File: src/rtl/cic_agc_pkg.sv
// Shared types and helpers for the CIC automatic gain controller.
// State encodings are fixed because agc_state is exported for debug.
package cic_agc_pkg;

    typedef enum logic [1:0] {
        ST_MEASURE = 2'd0,
        ST_DECIDE  = 2'd1,
        ST_HOLDOFF = 2'd2,
        ST_MANUAL  = 2'd3
    } agc_state_t;

    localparam int CLIP_STEP = 2;

    // Gain arithmetic happens in int so that steps below GAIN_MIN or above GAIN_MAX
    // saturate at the limit instead of wrapping.
    function automatic int clamp_int(input int value, input int lo, input int hi);
        if (value < lo)
            return lo;
        else if (value > hi)
            return hi;
        else
            return value;
    endfunction

endpackage

File: src/rtl/cic_peak_detect.sv
// Sample magnitude, full-scale detection and the running peak register for the AGC.
// clip_seen records a full-scale sample among the accumulated samples of the current window.
module cic_peak_detect #(
    parameter int BITS = 16
) (
    input  logic                   CLK,
    input  logic                   RSTb,
    input  logic signed [BITS-1:0] x_in,
    input  logic                   in_tick,
    input  logic                   accumulate,
    input  logic                   clear,
    output logic        [BITS-2:0] peak,
    output logic                   clip_seen,
    output logic                   full_scale
);

    localparam logic signed [BITS-1:0] POS_FS = {1'b0, {(BITS-1){1'b1}}};
    localparam logic signed [BITS-1:0] NEG_FS = {1'b1, {(BITS-1){1'b0}}};

    logic signed [BITS-1:0] neg_x;
    logic        [BITS-2:0] mag;
    logic                   take;

    assign neg_x = -x_in;

    // The most negative code has no positive twin, so it saturates to the largest magnitude.
    always_comb begin
        mag = x_in[BITS-2:0];
        if (x_in == NEG_FS)
            mag = '1;
        else if (x_in[BITS-1])
            mag = neg_x[BITS-2:0];
    end

    assign full_scale = in_tick && ((x_in == POS_FS) || (x_in == NEG_FS));
    assign take       = accumulate && in_tick;

    // A clear can coincide with an accepted sample; that sample seeds the new window.
    always_ff @(posedge CLK or negedge RSTb) begin
        if (!RSTb) begin
            peak      <= '0;
            clip_seen <= 1'b0;
        end else if (clear) begin
            peak      <= take ? mag : '0;
            clip_seen <= take && full_scale;
        end else if (take) begin
            if (mag > peak)
                peak <= mag;
            if (full_scale)
                clip_seen <= 1'b1;
        end
    end

endmodule

File: src/rtl/cic_agc.sv
// Automatic gain controller for the CIC decimator: windowed peak measurement,
// hysteretic gain stepping with a settling hold-off, and a manual override.
module cic_agc
    import cic_agc_pkg::*;
#(
    parameter int BITS        = 16,
    parameter int GAIN_BITS   = 8,
    parameter int WIN_LEN     = 64,
    parameter int HIGH_THRESH = 16384,
    parameter int LOW_THRESH  = 4096,
    parameter int GAIN_MIN    = 0,
    parameter int GAIN_MAX    = 31,
    parameter int GAIN_INIT   = 16,
    parameter int HOLDOFF     = 8
) (
    input  logic                   CLK,
    input  logic                   RSTb,
    input  logic signed [BITS-1:0] x_in,
    input  logic                   in_tick,
    input  logic                   manual_en,
    input  logic [GAIN_BITS-1:0]   manual_gain,
    input  logic                   clip_clr,
    output logic [GAIN_BITS-1:0]   gain,
    output logic                   gain_changed,
    output logic                   clip,
    output logic [1:0]             agc_state
);

    localparam int WIN_W  = (WIN_LEN > 1) ? $clog2(WIN_LEN) : 1;
    localparam int HOLD_W = $clog2(HOLDOFF + 1);

    localparam logic [WIN_W-1:0]  WIN_LAST  = WIN_W'(WIN_LEN - 1);
    localparam logic [HOLD_W-1:0] HOLD_LAST = HOLD_W'(HOLDOFF - 1);
    localparam logic [BITS-2:0]   HIGH_T    = (BITS-1)'(HIGH_THRESH);
    localparam logic [BITS-2:0]   LOW_T     = (BITS-1)'(LOW_THRESH);

    agc_state_t state, state_next;

    logic [WIN_W-1:0]     win_cnt, win_cnt_next;
    logic [HOLD_W-1:0]    hold_cnt, hold_cnt_next;
    logic [GAIN_BITS-1:0] gain_next, gain_dec, gain_man;
    logic [BITS-2:0]      peak;
    logic                 clip_seen, full_scale;
    logic                 peak_acc, peak_clear;

    cic_peak_detect #(
        .BITS(BITS)
    ) u_peak (
        .CLK        (CLK),
        .RSTb       (RSTb),
        .x_in       (x_in),
        .in_tick    (in_tick),
        .accumulate (peak_acc),
        .clear      (peak_clear),
        .peak       (peak),
        .clip_seen  (clip_seen),
        .full_scale (full_scale)
    );

    always_ff @(posedge CLK or negedge RSTb) begin
        if (!RSTb)
            state <= ST_MEASURE;
        else
            state <= state_next;
    end

    // Window decision and manual target, both saturating.
    always_comb begin
        gain_dec = gain;
        if (clip_seen)
            gain_dec = GAIN_BITS'(clamp_int(int'(gain) - CLIP_STEP, GAIN_MIN, GAIN_MAX));
        else if (peak >= HIGH_T)
            gain_dec = GAIN_BITS'(clamp_int(int'(gain) - 1, GAIN_MIN, GAIN_MAX));
        else if (peak < LOW_T)
            gain_dec = GAIN_BITS'(clamp_int(int'(gain) + 1, GAIN_MIN, GAIN_MAX));
        gain_man = GAIN_BITS'(clamp_int(int'(manual_gain), GAIN_MIN, GAIN_MAX));
    end

    always_comb begin
        state_next = state;
        if (manual_en) begin
            state_next = ST_MANUAL;
        end else begin
            case (state)
                ST_MEASURE: if (in_tick && (win_cnt == WIN_LAST)) state_next = ST_DECIDE;
                ST_DECIDE:  state_next = (gain_dec != gain) ? ST_HOLDOFF : ST_MEASURE;
                ST_HOLDOFF: if (in_tick && (hold_cnt >= HOLD_LAST)) state_next = ST_MEASURE;
                ST_MANUAL:  state_next = ST_HOLDOFF;
                default:    state_next = ST_MEASURE;
            endcase
        end
    end

    // A tick landing in DECIDE is credited to whichever state follows.
    always_comb begin
        gain_next     = gain;
        win_cnt_next  = '0;
        hold_cnt_next = '0;
        peak_acc      = 1'b0;
        peak_clear    = 1'b0;
        if (manual_en) begin
            gain_next  = gain_man;
            peak_clear = 1'b1;
        end else begin
            case (state)
                ST_MEASURE: begin
                    peak_acc     = 1'b1;
                    win_cnt_next = win_cnt;
                    if (in_tick)
                        win_cnt_next = (win_cnt == WIN_LAST) ? '0 : win_cnt + WIN_W'(1);
                end
                ST_DECIDE: begin
                    gain_next  = gain_dec;
                    peak_clear = 1'b1;
                    peak_acc   = (state_next == ST_MEASURE);
                    if (in_tick && (state_next == ST_MEASURE))
                        win_cnt_next = WIN_W'(1);
                    if (in_tick && (state_next == ST_HOLDOFF))
                        hold_cnt_next = HOLD_W'(1);
                end
                ST_HOLDOFF: begin
                    hold_cnt_next = hold_cnt;
                    if (in_tick)
                        hold_cnt_next = (hold_cnt >= HOLD_LAST) ? '0 : hold_cnt + HOLD_W'(1);
                end
                default: begin
                    peak_clear = 1'b1;
                end
            endcase
        end
    end

    always_ff @(posedge CLK or negedge RSTb) begin
        if (!RSTb) begin
            gain         <= GAIN_BITS'(GAIN_INIT);
            gain_changed <= 1'b0;
            clip         <= 1'b0;
            win_cnt      <= '0;
            hold_cnt     <= '0;
        end else begin
            gain         <= gain_next;
            gain_changed <= (gain_next != gain);
            win_cnt      <= win_cnt_next;
            hold_cnt     <= hold_cnt_next;
            if (full_scale)
                clip <= 1'b1;
            else if (clip_clr)
                clip <= 1'b0;
        end
    end

    assign agc_state = state;

endmodule

File: config.mk
export PLATFORM = sky130hd
export DESIGN_NAME = cic_agc
export DESIGN_NICKNAME = d
export VERILOG_FILES = /design/src/rtl/cic_agc_pkg.sv /design/src/rtl/cic_peak_detect.sv /design/src/rtl/cic_agc.sv
export SDC_FILE = /design/constraint.sdc
export NUM_CORES = 1
export LEC_CHECK = 0
export CELL_PAD_IN_SITES_DETAIL_PLACEMENT = 1
export CELL_PAD_IN_SITES_GLOBAL_PLACEMENT = 2
export CORE_ASPECT_RATIO = 1.2
export CORE_MARGIN = 2
export CORE_UTILIZATION = 37
export DETAILED_ROUTE_END_ITERATION = 12
export GPL_TIMING_DRIVEN = 0
export PLACE_DENSITY_LB_ADDON = 0.08
export SYNTH_ARGS = -nofsm -noshare
export SYNTH_HDL_FRONTEND = slang
export SYNTH_SLANG_ARGS = --single-unit
File: constraint.sdc
create_clock -name CLK -period 8.9 [get_ports CLK]
set_input_delay 0.89 -clock CLK [delete_from_list [all_inputs] [get_ports CLK]]
set_output_delay 0.89 -clock CLK [all_outputs]
set_load 0.005 [all_outputs]
==> impl_metrics.csv <==
group,metric,value,unit
status,status,"complete, no violations",
cells_and_area,fill_cells,1178,
clocking,path_clk_slew,0.07,ns
drt,ant_nets,0,
clocking,h-tree-depth,2,
power_and_ir_drop,p_sw_share,38.3,%
hold_path,hold_path.class,"input pin to async pin",
power_and_ir_drop,power_density,188,mW/mm^2
logic_synthesis,synth_top_cell_area_share,25.0,%
timing,timing.final.crit_share,64.8,%
placed_design,placed_cell_area,0.00425,sq mm
clocking,root_buffer,"clkbuf_16",
drt,routed_wl,11.5,mm
cells_and_area,postLayoutCoreUtil,45.1,%
grt,gr-usage-all-layers,22.5,%
logic_synthesis,yosys.area_share.simple,24.5,%
flow_run,max_cap_viol_count,0,
logic_synthesis,synth_fa_ha_area_share,9.80,%
power_and_ir_drop,switching_power,0.321,mW
cells_and_area,fin_nets,554,
power_and_ir_drop,p_int,0.516,mW
clocking,clock_sinks,38,
drt,drt_pre_antenna_iters,4,
power_and_ir_drop,peakVddDrop,0.0791,mV
clocking,clk_latency,0.29,ns
critical_path,crit_path_top_delay_cell,"or4_1",
logic_synthesis,synth_top_family_by_area,"compound AO/OA/AOI/OAI gates",
cells_and_area,drive_above_1_share,9.86,%
cells_and_area,diodes,0,
power_and_ir_drop,pwr-share-seq,24.9,%
floorplanning,num_io_pins,41,
drt,num_vias,3611,
timing,finalClockSkew,0.00914,ns
logic_synthesis,synth-edff-count,0,
placed_design,port_buffers,38,
critical_path,critPathRequiredTime,9.07,ns
logic_synthesis,synth_seq_area_share,25.7,%
critical_path,worstReg2RegEnd,"u_peak.peak[9]",
timing,max_slew_margin,48.7,%
critical_path,cp.buffers_inverters,4,
drt,drt_iter0_drc,104,
clocking,postCtsSetupBuffers,0,
logic_synthesis,ys_seq_elements,38,
floorplanning,start_util,37.5,%
timing,grt_setup_unrepaired,"false",
power_and_ir_drop,total_power,0.837,mW
timing,min_period,5.77,ns
critical_path,critical_path_class,"input pin to flop",
grt,grt-ovfl-total,0,
cells_and_area,seqCellArea,952,sq um
cells_and_area,layout_common_cells,"37 x dfrtp_1, 37 x clkdlybuf4s50_1, 35 x nor2_1",
cells_and_area,area_delta_synth_final,20.2,%
grt,grt_pass1_wl,19.2,mm
logic_synthesis,synth_largest_area_cell,"dfrtp_1",
logic_synthesis,syn_nets,508,
critical_path,arrival,5.93,ns
drt,post_drt_wl_per_cell,18.5,um
clocking,ctsResizeCount,0,
critical_path,ff2ff_path_depth,13,
timing,setup_slack,3.13,ns
power_and_ir_drop,p_leak,1.79,nW
logic_synthesis,synthMuxAreaShare,1.96,%
power_and_ir_drop,combPwrFrac,46.5,%
logic_synthesis,ys_warn_count,0,
timing,tightest_slew,0.760,ns
critical_path,crit_chain,"clkdlybuf4s50_1, or4_1, or2_1, or4_4, or3_1, or3b_1, buf_2, buf_6, nand2_2, ha_1, a21o_1, a21o_1, a21o_1, a21oi_1, o21ai_0, o21ai_0, a21oi_1, o21ai_2, buf_2, a32o_1",
cells_and_area,multi_input_area,0.00251,sq mm
logic_synthesis,syn_inst,450,
floorplanning,die_x,95.3,um
placed_design,dp_hpwl,9.02,mm
critical_path,crit_path_end_kind,"flop",
timing,setup_viol,0,
timing,slew_violations,0,
logic_synthesis,synth_xor_area_share,4.97,%
logic_synthesis,netlist_area,0.00370,sq mm
clocking,cts_tree,"built",
placed_design,place_ws,2.86,ns
timing,tns,0,ns
clocking,cts_buffers,5,
floorplanning,rows,40,
drt,vias_per_cell,5.80,
clocking,clk_path_buf_depth,2,
logic_synthesis,avgSynthCellArea,8.22,sq um
power_and_ir_drop,power_frac_clock,28.6,%
critical_path,crit_family,"simple AND/OR/NAND/NOR gates",
floorplanning,core,0.00986,sq mm
clocking,holdBufCountCts,0,
timing,max_freq,0.173,GHz
critical_path,r2r_start,"gain[0]",
logic_synthesis,synth.area.top_cells,"dfrtp_1 25%, ha_1 9.8%, a32o_1 3.8%",
grt,antenna_found_initial,0,
floorplanning,dieArea,0.0108,sq mm
critical_path,cpMostUsedCell,"a21o_1",
logic_synthesis,ys_types,72,
logic_synthesis,synth_compound_area_share,26.6,%
timing,final_hold_viol_count,0,
critical_path,reg2reg_slack,4.57,ns
placed_design,place_congestion,0.919,
grt,grt_max_degree,35,
logic_synthesis,synthArstFlopShare,100,%
critical_path,max_stage_delay,0.55,ns
logic_synthesis,ys.flop_type,"dfrtp_1",
critical_path,start_kind,"input pin",
critical_path,crit_fanout,10,
floorplanning,die_y,114,um
grt,grt_pass1_vias,3703,
cells_and_area,final_area,0.00445,sq mm
drt,drc,0,
[cell type report]
cell class	count	share of cell area, %
Clock inverter	3	1.55
Clock buffer	5	2.81
Inverter	29	2.45
Tap cell	126	3.54
Sequential cell	38	21.4
Multi-Input combinational cell	355	56.5
Buffer	28	2.90
Timing Repair Buffer	39	8.89
[Yosys cell counts, types with 10 or more instances]
| cell | count |
|---|---|
| a21oi_1 | 26 |
| nand2_1 | 24 |
| nand2_2 | 10 |
| a32o_1 | 14 |
| nand3_1 | 10 |
| o21ai_0 | 22 |
| nor2_1 | 35 |
| dfrtp_1 | 37 |
| xor2_1 | 15 |
| inv_1 | 29 |
| clkbuf_1 | 18 |
| ha_1 | 29 |
[per-layer routing]
layer	up-vias	global-route usage (%)	wire length [um]
li1	1766	-	-
met5	-	0	0
met4	0	7.25	241
met3	17	2.44	216
met1	1779	27.3	5000
met2	49	40.8	6070
[worst max path at each step]
stage	start	end	cells after the start
final	x_in[5]	u_peak.peak[9]	20
after global routing	x_in[3]	u_peak.peak[9]	20
after CTS	x_in[5]	u_peak.peak[9]	20
after detailed placement	x_in[3]	u_peak.peak[5]	20
after global placement	x_in[5]	u_peak.peak[12]	20
after floorplan	x_in[5]	u_peak.peak[10]	18
[registers in the layout (all words and copies together) (netlist names)]
signal / cells
u_peak.peak: 15
gain: 8
win_cnt: 6
hold_cnt: 4
agc_state: 2
clip: 1
gain_changed: 1
u_peak.clip_seen: 1
[power by group through the flow]
stage / Combinational (mW) / Clock (mW) / Sequential [mW]
CTS: 0.388 / 0.245 / 0.208
finish: 0.389 / 0.240 / 0.208
floorplan: 0.261 / 0 / 0.205
global placement: 0.379 / 0 / 0.211
detailed placement: 0.386 / 0 / 0.212
global route: 0.430 / 0.251 / 0.210
[per-stage QoR]
| step | hold slack [ns] | std cells |
|---|---|---|
| 2_1_floorplan | 0.466 | 450 |
| 3_3_place_gp | 0.474 | 614 |
| 3_5_place_dp | 0.481 | 615 |
| 4_1_cts | 0.419 | 623 |
| 5_1_grt | 0.423 | 623 |
| 6_report | 0.419 | 623 |
[kinds of logic (layout without fill, tap and decap cells)]
| group | count (synthesis) | in the layout |
|---|---|---|
| adders and majority gates | 29 | 29 |
| and+or+nand+nor | 161 | 161 |
| muxes | 7 | 7 |
| xor gates and xnor gates | 21 | 21 |
| DFF | 38 | 38 |
| AOI/OAI and AO/OA | 137 | 137 |
| buffers and inverters | 57 | 104 |
Power figures use the tool's default switching activity.
